===== src/rtl/bsg_mesh_link_credit_arb.sv =====
// Round-robin, credit-based output arbiter for one mesh link: picks at most one
// single-flit packet per cycle, registers it onto the link, and tracks downstream space.
module bsg_mesh_link_credit_arb #(
  parameter int num_in_p        = 5,
  parameter int width_p         = 8,
  parameter int credits_p       = 4,
  localparam int credit_width_lp = $clog2(credits_p + 1),
  localparam int ptr_width_lp    = (num_in_p > 1) ? $clog2(num_in_p) : 1
) (
  input  logic                          clk_i,
  input  logic                          reset_i,
  input  logic [num_in_p-1:0]           v_i,
  input  logic [num_in_p*width_p-1:0]   data_i,
  output logic [num_in_p-1:0]           yumi_o,
  output logic                          link_v_o,
  output logic [width_p-1:0]            link_data_o,
  input  logic                          credit_i,
  output logic [credit_width_lp-1:0]    credits_o,
  output logic                          credit_overflow_o,
  output logic [ptr_width_lp-1:0]       ptr_o
);

  // Handshake: input k offers a flit while v_i[k] is high; yumi_o[k] pulses in the
  // cycle the flit is taken (valid-then-yumi, so yumi never rises without v_i[k]).
  // The upstream may drop or change its flit only after a yumi.

  localparam logic [credit_width_lp-1:0] credits_full_lp = credit_width_lp'(credits_p);

  logic [ptr_width_lp-1:0]    ptr_q, ptr_d;
  logic [credit_width_lp-1:0] credits_q, credits_d;
  logic                       link_v_q, link_v_d;
  logic [width_p-1:0]         link_data_q, link_data_d;
  logic                       overflow_q, overflow_d;

  logic                       found;
  logic [ptr_width_lp-1:0]    winner;
  logic [ptr_width_lp-1:0]    idx;
  logic                       grant;
  int                         scan;

  // Scan from ptr upward with wrap; the first valid input wins.
  always_comb begin
    found  = 1'b0;
    winner = '0;
    idx    = '0;
    scan   = 0;
    for (int i = 0; i < num_in_p; i++) begin
      scan = int'(ptr_q) + i;
      if (scan >= num_in_p) scan = scan - num_in_p;
      idx = ptr_width_lp'(scan);
      if (!found && v_i[idx]) begin
        found  = 1'b1;
        winner = idx;
      end
    end
  end

  // credit_i is deliberately absent here: a returned credit is usable next cycle.
  assign grant = found && (credits_q != '0) && !reset_i;

  always_comb begin
    yumi_o = '0;
    for (int k = 0; k < num_in_p; k++) begin
      yumi_o[k] = grant && (winner == ptr_width_lp'(k));
    end
  end

  always_comb begin
    ptr_d       = ptr_q;
    credits_d   = credits_q;
    link_v_d    = 1'b0;
    link_data_d = link_data_q;
    overflow_d  = overflow_q;

    if (grant) begin
      ptr_d       = (winner == ptr_width_lp'(num_in_p - 1)) ? '0 : winner + 1'b1;
      link_v_d    = 1'b1;
      link_data_d = data_i[winner*width_p +: width_p];
    end

    case ({grant, credit_i})
      2'b10:   credits_d = credits_q - 1'b1;
      2'b01: begin
        if (credits_q == credits_full_lp) overflow_d = 1'b1;
        else                              credits_d  = credits_q + 1'b1;
      end
      default: credits_d = credits_q;
    endcase
  end

  always_ff @(posedge clk_i) begin
    if (reset_i) begin
      ptr_q       <= '0;
      credits_q   <= credits_full_lp;
      link_v_q    <= 1'b0;
      link_data_q <= '0;
      overflow_q  <= 1'b0;
    end else begin
      ptr_q       <= ptr_d;
      credits_q   <= credits_d;
      link_v_q    <= link_v_d;
      link_data_q <= link_data_d;
      overflow_q  <= overflow_d;
    end
  end

  assign link_v_o          = link_v_q;
  assign link_data_o       = link_data_q;
  assign credits_o         = credits_q;
  assign credit_overflow_o = overflow_q;
  assign ptr_o             = ptr_q;

endmodule


===== config.mk =====
export PLATFORM = sky130hd
export DESIGN_NAME = bsg_mesh_link_credit_arb
export DESIGN_NICKNAME = d
export VERILOG_FILES = /design/src/rtl/bsg_mesh_link_credit_arb.sv
export SDC_FILE = /design/constraint.sdc
export NUM_CORES = 1
export LEC_CHECK = 0
export CORE_MARGIN = 3
export CORE_UTILIZATION = 47
export DETAILED_ROUTE_END_ITERATION = 12
export PLACE_DENSITY = 0.79
export SLEW_MARGIN = 10
export SYNTH_ARGS = -nofsm -noshare
export SYNTH_HDL_FRONTEND = slang
export SYNTH_SLANG_ARGS = --single-unit

===== constraint.sdc =====
create_clock -name clk_i -period 4.76 [get_ports clk_i]
set_input_delay 0.714 -clock clk_i [delete_from_list [all_inputs] [get_ports clk_i]]
set_output_delay 0.714 -clock clk_i [all_outputs]
set_load 0.005 [all_outputs]

Word-level counts from Yosys, hierarchy flattened --
Index checks and enable logic that the tools add are counted.
Cells by class: magnitude comparators 10, shifts and indexed selects 1, equal/unequal tests 8, muxes and demuxes 29, add/subtract/negate cells 12, reduce and logical (&&, ||, !) cells 21
Operators with widths (number):
- 40-bit by 7-bit indexed part select with 8-bit output | 1
- 3-bit 2-to-1 mux | 12
- 3-bit by 4-bit less-than comparator with 1-bit output (second input constant) | 5
- 4-bit by 3-bit >= comparator with 1-bit output (second input constant) | 4
- 1-bit binary-select mux with 3-bit select | 5
- 3-bit subtractor (second input constant) | 5
- 1-bit logical AND | 11
- 1-bit 2-to-1 mux | 11
- 3-bit by 2-bit adder with 4-bit output (second input constant) | 2
- 3-bit by 1-bit adder with 3-bit output (second input constant) | 2
- 3-bit by 2-bit equality test with 1-bit output (second input constant) | 2
- 3-bit equality test (second input constant) | 2
- 3-bit case mux with 2 select lines | 1
- 1-bit logical NOT | 5
- 3-bit by 1-bit adder with 4-bit output (second input constant) | 1
- 3-bit by 3-bit adder with 4-bit output (second input constant) | 1
- 2-bit AND reduction | 2
- 3-bit by 1-bit equality test with 1-bit output (second input constant) | 1
- 3-bit >= comparator (second input constant) | 1
- 3-bit logical NOT | 1
- 3-bit nonzero test | 1
- 3-bit by 1-bit subtractor with 3-bit output (second input constant) | 1
- 2-bit by 1-bit equality test with 1-bit output (second input constant) | 1
- 2-bit equality test (second input constant) | 1
- 2 further kinds | 2
Storage, ports and cells: output and inout bits 21, flip-flop bits (word level) 16, logic and storage cells 86

Logic depth before layout (Yosys ltp) --
depth after elaboration 22, depth in mapped cells 19

Worst setup path after synthesis --
No wires, ideal clock.
kind reg2out, from register ptr_q[0] (netlist: ptr_o[0]), to output yumi_o[3], setup slack 0.393 ns, data required time 4.046 ns, path buffers 3, cell stages (with the launch flop) 18, arrival time 3.653 ns, cell sequence dfxtp_1 -> buf_6 -> inv_2 -> ha_1 -> inv_1 -> fa_1 -> o21ba_2 -> o21ai_0 -> nand4bb_1 -> a32oi_1 -> nand2_1 -> nor4b_4 -> mux2_4 -> buf_12 -> buf_12 -> ha_1 -> ha_1 -> and2_1
Between the ends: longest elaborated chain between the ends 20
Ends and longest elaborated chain:
- start, declared | line 29 | logic [ptr_width_lp-1:0] ptr_q, ptr_d;
- start signal, assigned | line 99 | ptr_q <= ptr_d;
- parallel branches: the longest is 19 deep, another holds 3-bit by 1-bit adder with 4-bit output
- 1-bit logical AND * | line 64 | yumi_o[k] = grant && (winner == ptr_width_lp'(k));
- end, declared | line 14 | output logic [num_in_p-1:0] yumi_o,
Every way passes the cells marked *. The select of a mux whose other input is x is not followed.

Worst setup path in the final report --
from input v_i[0], to output yumi_o[2]
Between the ends: longest elaborated chain between the ends 18
Ends and longest elaborated chain:
- start, declared | line 12 | input logic [num_in_p-1:0] v_i,
- parallel branches: the longest is 17 deep, another holds 1-bit binary-select mux with 3-bit select
- 1-bit logical AND * | line 64
Marks and branches as above.

==> metrics.cfg <==
[layout]
fin_area_sq_um=3140
syn_to_final_growth_pct=45.6
fillers=341
num_antenna_cells=0
drive_above_1_share_pct=21.0
fin_util_pct=71.7
instances_no_fill=385
finalNetCount=397

[synth]
synth_flop_cell=dfxtp_1
avgSynthCellArea_sq_um=8.43
async_flop_share_pct=0
syn_area_sq_um=2160
ys_warn_count=0
synthesis.instances=256
synth_edf_count=0
synth_fp_nets=319
yosysSeqAreaShare_pct=14.8
ys_types=67
synth_seq_cells=16

[global_route]
grt_max_degree=30
grt_pass1_vias=2235
grt-ovfl-total=0
grt_pass1_wl_mm=10.6
grt_util_all_layers_pct=24.8
antenna_found_initial=0

[setup_path]
crit_fanout=6
crit_buf_inv=4
crit_type=in2out
required_ps=4050
cpMaxStageDelayCell=mux4_2
worst_ep_arrival_time_ps=3970
crit_family=buffers and inverters
slowest_delay_ps=490
start_kind=primary input
cp-end-kind=primary output
path_cells=clkdlybuf4s50_1 -> mux4_2 -> mux2i_2 -> or2_1 -> o2111ai_1 -> or3_1 -> o221ai_1 -> mux2i_2 -> buf_4 -> buf_4 -> ha_1 -> and2_1 -> clkdlybuf4s50_1
startpoint=v_i[0]
r2r_start=ptr_o[1]

[sta]
setup_viol=0
tns_ps=0
drv_slew=0
min_period_ps=4690
final-hold-violation-count=0
tightestPinTransition_ps=669
finalClockSkew_ps=6.25
finalCritPeriodShare_pct=98.4
max-slew-margin-rel_pct=54.7
fin_hold_ws_ps=482
max_freq_mhz=213
worst_slack_ps=74.3

[floorplanning]
core_area_sq_um=4380
die_x_microns=73.8
die_area_sq_um=5440
die_h_microns=73.8
design.portCount=69
fp-row-count=24
initial_core_util_pct=49.2

[clock_tree]
hold_buffers=0
clk_latency_ps=260
cts.clk_slew.worst_paths_ps=60
cts-root-buf=clkbuf_8
h-tree-depth=1
cts_tree=built
clock_path_buffers=2
cts_inserted_buffers=3
cts.sinks=16

[placement]
dpl_cell_area_sq_um=2910
finalWeightedCongestion=0.987
hpwl_mm=5.07
portBuffers=68
place_inst=375
dp_worst_setup_slack_ps=-5.35

[route]
routed_via_density=6.14
wirelength_mm=7.00
routedWlPerCell_microns=18.2
first_pass_iters=5
drc=0
drt.antenna.violating_nets=0
vias=2364
drt_iter0_drc=191

[power]
vdd_drop_max_mv=0.403
report.power.total_mw=2.48
p_leak_nw=1.24
powerDensity_nw_per_um2=790

[run]
cap_viol_max_count=0

[run_status]
status=finished, final reports clean

[worst_hold_path]
worstHoldStart=credit_overflow_o
hold_path_class=reg2reg

## routing by layer
metal / share of wire, % / global-route usage (%)
met5: 0 / 0
met4: 1.8 / 7.65
met3: 6.2 / 3.69
met2: 50 / 43.4
met1: 42 / 31.1
## layout make-up
class	count	area, sq um	area share (%)
multi-input combinational	206	1770	56.2
timing repair buffer	90	862	27.4
sequential	16	327	10.4
inverter	17	67.6	2.15
tap	52	65.1	2.07
clock buffer	4	55.1	1.75
## worst register-to-register path: stages (launching register included)
cell and delay [ps]:
dfxtp_4 400, clkinvlp_4 200, ha_2 280, a221oi_4 390, mux2i_1 140, and3_4 210, a211oi_2 250, nand2_2 120
buf_4 160, o41a_1 340, buf_4 220, nor2_1 210, inv_2 90, fa_1 430, o221ai_1 250, o211ai_1 120
## power breakdown
group | switching, mW | leakage (nW) | internal (mW) | total [mW]
Clock | 0.0515 | 0.0288 | 0.0735 | 0.125
Combinational | 1.08 | 1.08 | 1.02 | 2.10
Sequential | 0.0584 | 0.134 | 0.203 | 0.261
## placed cells by master, fill, tap and decap left out, types with 3 or more instances in the layout
| master | instances |
|---|---|
| clkdlybuf4s50_1 | 63 |
| mux2i_1 | 21 |
| buf_4 | 21 |
| nand2_1 | 15 |
| inv_1 | 14 |
| dfxtp_1 | 13 |
| nor2_1 | 12 |
| a31oi_1 | 10 |
| nor3b_1 | 10 |
| o221ai_1 | 10 |
| nand2b_1 | 7 |
| ha_1 | 7 |
| a21oi_1 | 6 |
| nor3_1 | 6 |
| o21ai_1 | 4 |
| o21ai_0 | 4 |
| nand3_1 | 4 |
| and2_1 | 4 |
| clkbuf_8 | 4 |
| dlymetal6s2s_1 | 4 |
| a211oi_1 | 3 |
| mux4_2 | 3 |
| mux2i_2 | 3 |
| nor2b_1 | 3 |
| o32ai_1 | 3 |
| mux2_2 | 3 |
| and3_1 | 3 |
| o211ai_1 | 3 |
| ha_4 | 3 |
| ha_2 | 3 |
## timing repair
action                     CTS  global route
setup buffers                3             3
resized for setup           13            24
pin swaps                    3             3
setup endpoints to repair    5             5
## registers in the layout (all words and copies together) (netlist names)
name               count
credits_o              3
link_data_o            8
link_v_o               1
ptr_o                  3
credit_overflow_o      1
## logic make-up after synthesis
| kind of cell | Yosys count | share of synthesized area [%] |
|---|---|---|
| and+or+nand+nor | 83 | 22.4 |
| AOI/OAI and AO/OA | 73 | 26.5 |
| buffers and inverters | 34 | 8.41 |
| muxes | 31 | 16.5 |
| DFF | 16 | 14.8 |
| adders and majority gates | 15 | 9.39 |
| xor gates and xnor gates | 4 | 1.97 |
## cells in the mapped netlist (6+ instances only)
library cell  instances  area (sq um)
a21oi_1               6          30.0
a31oi_1              10          62.6
clkbuf_1              6          22.5
dfxtp_1              16           320
ha_1                 13           163
inv_1                15          56.3
mux2i_1              24           240
nand2_1              16          60.1
nand2b_1              7          43.8
nor2_1               13          48.8
nor3_1                8          40.0
nor3b_1              10          75.1
o221ai_1             10          87.6
## final timing paths
check	endpoint	slack [ps]	depth (start not counted)
setup / recovery	yumi_o[2]	70	13
hold / removal	credit_overflow_o	480	2
setup reg to reg	credits_o[2]	830	15
hold reg to reg	credit_overflow_o	480	2
Power figures use the tool's default switching activity.
